[src/rtl/ifetcher.sv]
// Instruction fetch unit: owns the PC, requests words from the memory controller,
// resolves JAL locally and hands each word to the decoder over a valid/ready handshake.
module ifetcher #(
    parameter int                    ADDR_WIDTH = 32,
    parameter logic [ADDR_WIDTH-1:0] RESET_ADDR = '0
) (
    input  logic                  clk_in,
    input  logic                  rst_in,
    input  logic                  rdy_in,
    output logic                  IF2MC_en,
    output logic [ADDR_WIDTH-1:0] IF2MC_addr,
    input  logic                  MC2IF_en,
    input  logic [31:0]           MC2IF_inst,
    output logic                  IF2DC_en,
    output logic [ADDR_WIDTH-1:0] IF2DC_pc,
    output logic [6:0]            IF2DC_opcode,
    output logic [31:7]           IF2DC_exop,
    input  logic                  DC2IF_query_inst,
    input  logic                  RB2IF_jump_en,
    input  logic [ADDR_WIDTH-1:0] RB2IF_jump_addr
);

    typedef enum logic [1:0] {
        IDLE     = 2'd0,
        WAIT_MEM = 2'd1,
        HOLD     = 2'd2,
        DROP     = 2'd3
    } state_t;

    localparam logic [6:0] OPC_JAL = 7'b1101111;

    state_t                  state_q, state_d;
    logic [ADDR_WIDTH-1:0]   pc_q, pc_d;
    logic                    mc_en_q, mc_en_d;
    logic [ADDR_WIDTH-1:0]   mc_addr_q, mc_addr_d;
    logic                    dc_en_q, dc_en_d;
    logic [ADDR_WIDTH-1:0]   dc_pc_q, dc_pc_d;
    logic [6:0]              dc_opcode_q, dc_opcode_d;
    logic [31:7]             dc_exop_q, dc_exop_d;

    logic [20:0]             jal_off;
    logic [ADDR_WIDTH-1:0]   next_pc;

    // J-type immediate, sign-extended to the address width; sums wrap silently.
    assign jal_off = {MC2IF_inst[31], MC2IF_inst[19:12], MC2IF_inst[20], MC2IF_inst[30:21], 1'b0};
    assign next_pc = (MC2IF_inst[6:0] == OPC_JAL)
                   ? pc_q + ADDR_WIDTH'(signed'(jal_off))
                   : pc_q + ADDR_WIDTH'(4);

    always_comb begin
        state_d     = state_q;
        pc_d        = pc_q;
        mc_en_d     = mc_en_q;
        mc_addr_d   = mc_addr_q;
        dc_en_d     = dc_en_q;
        dc_pc_d     = dc_pc_q;
        dc_opcode_d = dc_opcode_q;
        dc_exop_d   = dc_exop_q;

        if (rdy_in) begin
            if (RB2IF_jump_en) begin
                pc_d = RB2IF_jump_addr;
                unique case (state_q)
                    IDLE: ;
                    HOLD: begin
                        dc_en_d = 1'b0;
                        state_d = IDLE;
                    end
                    // An in-flight request cannot be cancelled; drain it in DROP.
                    WAIT_MEM: begin
                        mc_en_d = 1'b0;
                        state_d = MC2IF_en ? IDLE : DROP;
                    end
                    DROP: begin
                        if (MC2IF_en) state_d = IDLE;
                    end
                    default: state_d = IDLE;
                endcase
            end else begin
                unique case (state_q)
                    IDLE: begin
                        mc_en_d   = 1'b1;
                        mc_addr_d = pc_q;
                        state_d   = WAIT_MEM;
                    end
                    WAIT_MEM: begin
                        if (MC2IF_en) begin
                            mc_en_d     = 1'b0;
                            dc_en_d     = 1'b1;
                            dc_pc_d     = pc_q;
                            dc_opcode_d = MC2IF_inst[6:0];
                            dc_exop_d   = MC2IF_inst[31:7];
                            pc_d        = next_pc;
                            state_d     = HOLD;
                        end
                    end
                    HOLD: begin
                        if (DC2IF_query_inst) begin
                            dc_en_d   = 1'b0;
                            mc_en_d   = 1'b1;
                            mc_addr_d = pc_q;
                            state_d   = WAIT_MEM;
                        end
                    end
                    DROP: begin
                        if (MC2IF_en) state_d = IDLE;
                    end
                    default: state_d = IDLE;
                endcase
            end
        end
    end

    always_ff @(posedge clk_in or negedge rst_in) begin
        if (!rst_in) begin
            state_q     <= IDLE;
            pc_q        <= RESET_ADDR;
            mc_en_q     <= 1'b0;
            mc_addr_q   <= '0;
            dc_en_q     <= 1'b0;
            dc_pc_q     <= '0;
            dc_opcode_q <= '0;
            dc_exop_q   <= '0;
        end else begin
            state_q     <= state_d;
            pc_q        <= pc_d;
            mc_en_q     <= mc_en_d;
            mc_addr_q   <= mc_addr_d;
            dc_en_q     <= dc_en_d;
            dc_pc_q     <= dc_pc_d;
            dc_opcode_q <= dc_opcode_d;
            dc_exop_q   <= dc_exop_d;
        end
    end

    assign IF2MC_en     = mc_en_q;
    assign IF2MC_addr   = mc_addr_q;
    assign IF2DC_en     = dc_en_q;
    assign IF2DC_pc     = dc_pc_q;
    assign IF2DC_opcode = dc_opcode_q;
    assign IF2DC_exop   = dc_exop_q;

endmodule

[config.mk]
export PLATFORM = sky130hd
export DESIGN_NAME = ifetcher
export DESIGN_NICKNAME = d
export VERILOG_FILES = /design/src/rtl/ifetcher.sv
export SDC_FILE = /design/constraint.sdc
export NUM_CORES = 1
export LEC_CHECK = 0
export BUFFER_PORTS_ARGS = -buffer_cell sky130_fd_sc_hd__buf_2
export CAP_MARGIN = 20
export CORE_MARGIN = 2
export CORE_UTILIZATION = 55
export DETAILED_ROUTE_END_ITERATION = 8
export PLACE_DENSITY = 0.86
export SETUP_SLACK_MARGIN = 0.4
export SLEW_MARGIN = 20
export SYNTH_ARGS = -nofsm -noshare
export SYNTH_HDL_FRONTEND = slang
export SYNTH_SLANG_ARGS = --single-unit
export TNS_END_PERCENT = 10
[constraint.sdc]
create_clock -name clk_in -period 3.6 [get_ports clk_in]
set_input_delay 0.54 -clock clk_in [delete_from_list [all_inputs] [get_ports clk_in]]
set_output_delay 0.54 -clock clk_in [all_outputs]
set_load 0.005 [all_outputs]
==> flow_results.xml <==
<?xml version="1.0" encoding="UTF-8"?>
<metrics>
  <group name="power_and_ir_drop">
    <metric name="power.density_cell_area" unit="nW/um^2">694</metric>
    <metric name="cellLeakagePower" unit="nW">4.71</metric>
    <metric name="vdd.ir_drop.worst" unit="V">0.000364</metric>
  </group>
  <group name="setup_path">
    <metric name="list_of_cells_traversed_by_the_critical_path" unit="">ha_1 &gt; inv_1 &gt; fa_1 &gt; nand2b_1 &gt; a21o_1 &gt; a211oi_2 &gt; o21bai_1 &gt; a21oi_2 &gt; o21bai_2 &gt; a211o_1 &gt; o22a_1 &gt; o31ai_1</metric>
    <metric name="cp_data_arrival_time" unit="ns">3.33</metric>
    <metric name="cpMaxStageDelayCell" unit="">sky130_fd_sc_hd__dfrtp_1</metric>
    <metric name="rr_endpoint" unit="">pc_q[25]</metric>
    <metric name="critical_path.endpoint_type" unit="">register</metric>
    <metric name="timing.rr.start" unit="">pc_q[1]</metric>
    <metric name="criticalPathCategory" unit="">register to register</metric>
    <metric name="cp.required" unit="ns">3.93</metric>
    <metric name="critical_path.max_fanout" unit="">5</metric>
    <metric name="worst_setup_path_start_kind" unit="">register</metric>
    <metric name="rrSetupSlack" unit="ns">0.60</metric>
    <metric name="critPathMaxStageDelay" unit="ns">0.43</metric>
    <metric name="r2r_cells" unit="">12</metric>
  </group>
  <group name="die">
    <metric name="floorplan.die.height" unit="um">123</metric>
    <metric name="placementRows" unit="">43</metric>
    <metric name="chipWidth" unit="um">123</metric>
    <metric name="core_region_area" unit="sq um">13800</metric>
    <metric name="design.die.area" unit="sq um">15000</metric>
    <metric name="top_level_ports" unit="">168</metric>
    <metric name="initial_core_util" unit="%">56.0</metric>
  </group>
  <group name="cts">
    <metric name="clk_latency" unit="ns">0.43</metric>
    <metric name="clk_root_buffer_cell" unit="">sky130_fd_sc_hd__clkbuf_16</metric>
    <metric name="tritoncts.num_buffers" unit="">17</metric>
    <metric name="post_cts_buffers" unit="">0</metric>
    <metric name="clock_sink_count" unit="">132</metric>
    <metric name="cts_tree" unit="">built</metric>
    <metric name="clock_path_buffers" unit="">2</metric>
    <metric name="htreeDepth" unit="">4</metric>
    <metric name="postCtsHoldBufs" unit="">0</metric>
    <metric name="clk_pin_slew" unit="ns">0.06</metric>
  </group>
  <group name="timing">
    <metric name="max_clock_freq" unit="MHz">334</metric>
    <metric name="final_min_period_over_clock_period" unit="%">83.3</metric>
    <metric name="fin_worst_skew" unit="ns">0.00799</metric>
    <metric name="tightestPinTransition" unit="ns">0.902</metric>
    <metric name="slew_headroom" unit="%">39.9</metric>
    <metric name="setup_slack" unit="ns">0.603</metric>
    <metric name="hold_slack" unit="ns">0.166</metric>
    <metric name="timing_max_transition_violations_final" unit="">0</metric>
    <metric name="final.setup.tns" unit="ns">0</metric>
    <metric name="rsz0062_at_grt" unit="">false</metric>
    <metric name="setup_viol_count_final" unit="">0</metric>
    <metric name="report.final.hold_viol_count" unit="">0</metric>
    <metric name="post-route-min-period" unit="ns">3.00</metric>
  </group>
  <group name="route">
    <metric name="wl_per_cell" unit="um">17.0</metric>
    <metric name="met3_length" unit="um">1560</metric>
    <metric name="met2_length" unit="um">9740</metric>
    <metric name="drt.antenna.violating_nets" unit="">0</metric>
    <metric name="firstDrtPassIters" unit="">5</metric>
    <metric name="via_per_inst" unit="">5.73</metric>
    <metric name="route.layer.met1.wl" unit="um">9380</metric>
    <metric name="remaining_drc_errors" unit="">0</metric>
    <metric name="detailedRoute.firstIterationViolations" unit="">555</metric>
    <metric name="finalWirelength" unit="um">21200</metric>
    <metric name="dr_total_vias" unit="">7147</metric>
    <metric name="dr_top_layer" unit="">met4</metric>
  </group>
  <group name="placement">
    <metric name="globalplace.congestion" unit="">0.980</metric>
    <metric name="dp_hpwl" unit="um">15000</metric>
    <metric name="placed_cells" unit="">1216</metric>
    <metric name="placement.setup.worst_slack" unit="ns">0.335</metric>
    <metric name="io_buffers" unit="">167</metric>
  </group>
  <group name="global_route">
    <metric name="grt_max_degree" unit="">90</metric>
    <metric name="grt_first_pass_wirelength" unit="um">33800</metric>
    <metric name="groute.usage.overall" unit="%">29.2</metric>
    <metric name="grt_overflow" unit="">0</metric>
    <metric name="antenna_found_initial" unit="">0</metric>
    <metric name="first_global_vias" unit="">6701</metric>
  </group>
  <group name="finish">
    <metric name="area_delta_synth_final" unit="%">21.4</metric>
    <metric name="layout-drive-gt1-share" unit="%">24.9</metric>
    <metric name="layout_common_cells" unit="">242 x sky130_fd_sc_hd__nand2_1, 166 x sky130_fd_sc_hd__buf_2, 132 x sky130_fd_sc_hd__dfrtp_1</metric>
    <metric name="design.final.nets" unit="">1161</metric>
    <metric name="post_layout_nonfiller_instances" unit="">1248</metric>
    <metric name="most_common_library_cell_in_the_layout_ignoring_fill_and_taps" unit="">sky130_fd_sc_hd__nand2_1</metric>
    <metric name="multi_input_area" unit="sq um">4230</metric>
    <metric name="nFillCells" unit="">1154</metric>
    <metric name="antennaDiodeCount" unit="">0</metric>
    <metric name="regArea" unit="sq um">3300</metric>
  </group>
  <group name="synthesis">
    <metric name="async_reset_ff_share" unit="%">100</metric>
    <metric name="synth.cell_area" unit="sq um">7740</metric>
    <metric name="syn_area_per_cell" unit="sq um">8.58</metric>
    <metric name="synth_top_flop_cell" unit="">sky130_fd_sc_hd__dfrtp_1</metric>
    <metric name="synth_edf_count" unit="">0</metric>
    <metric name="mappedNetlistNets" unit="">1008</metric>
    <metric name="seq_area_frac_synth" unit="%">42.7</metric>
    <metric name="synth_cells" unit="">902</metric>
    <metric name="synth_seq_cells" unit="">132</metric>
    <metric name="netlist-cell-type-count" unit="">67</metric>
    <metric name="yosysWarnings" unit="">0</metric>
  </group>
  <group name="job">
    <metric name="max-cap-violations" unit="">0</metric>
  </group>
  <group name="run_status">
    <metric name="status" unit="">completed</metric>
  </group>
  <group name="hold_path">
    <metric name="hold_class" unit="">input pin to async pin</metric>
  </group>
</metrics>
worst max-delay path: cells and delay by family, from the launching register on:
kind	cells	cell delay, ns
AND/OR/NAND/NOR	1	0.20
AO/OA/AOI/OAI	8	1.61
buffers and inverters	1	0.06
flip-flops	1	0.43
adder cells (fa/ha/maj)	2	0.60
what timing repair did:
action / 4_1_cts / 5_1_grt
hold endpoints to repair: 0 / 0
resized for setup: 0 / 2
setup endpoints to repair: 0 / 1
sequential cells by signal, summed over array words and instances (netlist names):
register,cells
IF2DC_opcode,7
IF2MC_addr,32
IF2DC_pc,32
IF2DC_en,1
pc_q,32
IF2MC_en,1
IF2DC_exop,25
state_q,2
synth_stat cells (all sizes together) (3+ instances only):
library cell | number | area, sq um
o22ai | 6 | 37.5
o31ai | 4 | 30.0
clkbuf | 37 | 140
nand2b | 4 | 25.0
o211ai | 5 | 42.5
mux2 | 35 | 394
inv | 12 | 45.0
a21oi | 64 | 324
and2 | 4 | 25.0
o21bai | 4 | 33.8
nor2b | 4 | 25.0
and4 | 3 | 27.5
xor2 | 25 | 219
xnor2 | 20 | 175
nand3 | 33 | 175
a21o | 21 | 158
nor3 | 12 | 70.1
dfrtp | 132 | 3300
nand4 | 7 | 43.8
a31oi | 3 | 18.8
nand2 | 243 | 912
ha | 35 | 438
nor2 | 57 | 214
o21a | 4 | 31.3
buf | 10 | 46.3
or3 | 6 | 42.5
a21boi | 4 | 30.0
and3 | 17 | 106
a211oi | 11 | 92.6
o21ai | 50 | 250
how the worst max path moves through the flow:
| stage | to | cells after the start | slack (ns) | startpoint |
|---|---|---|---|---|
| final | pc_q[25] | 12 | 0.60 | pc_q[1] |
| after global routing | pc_q[25] | 12 | 0.40 | pc_q[1] |
| after CTS | pc_q[29] | 12 | 0.51 | pc_q[1] |
| after detailed placement | pc_q[29] | 13 | 0.33 | MC2IF_inst[21] |
| after global placement | pc_q[29] | 13 | 0.37 | MC2IF_inst[21] |
| after floorplan | pc_q[29] | 12 | 0.80 | MC2IF_inst[21] |
layer usage:
metal / track usage [%] / vias up
met3: 6.64 / 43
met2: 45.2 / 289
met5: 0 / -
met1: 39.8 / 3391
li1: - / 3424
met4: 12.2 / 0
power by group:
group / switching (mW) / internal (mW) / total, mW
Sequential: 0.420 / 1.97 / 2.39
Combinational: 1.21 / 1.09 / 2.30
Clock: 0.659 / 1.17 / 1.83
Total: 2.29 / 4.24 / 6.53
cell families (layout without fill, tap and decap cells):
kind of cell    after synthesis  in the layout  synth area share, %
xor+xnor                     45             45                 5.09
compound gates              195            195                 15.7
simple gates                397            397                 22.2
buf+inv                      60            226                 3.04
flops                       132            132                 42.7
fa+ha+maj                    36             36                 5.92
mux                          37             37                 5.35
stage by stage:
| stage | power, mW | area, sq um | utilization [%] |
|---|---|---|---|
| after global routing | 6.97 | 9400 | 68.0 |
| after detailed placement | 4.67 | 8770 | 63.4 |
| final | 6.53 | 9400 | 68.0 |
| after floorplan | 3.82 | 7740 | - |
| after CTS | 6.53 | 9390 | 67.9 |
| after global placement | 4.59 | 8770 | 63.4 |
layout make-up:
cell class / instances / area share, %
clock inverters: 13 / 1.93
well taps: 180 / 2.40
multi-input cells: 710 / 45.0
clock buffers: 19 / 4.71
flip-flops and latches: 132 / 35.1
repair buffers: 181 / 10.3
inverters: 13 / 0.519
Note: power is estimated with default switching activity, not from simulation.
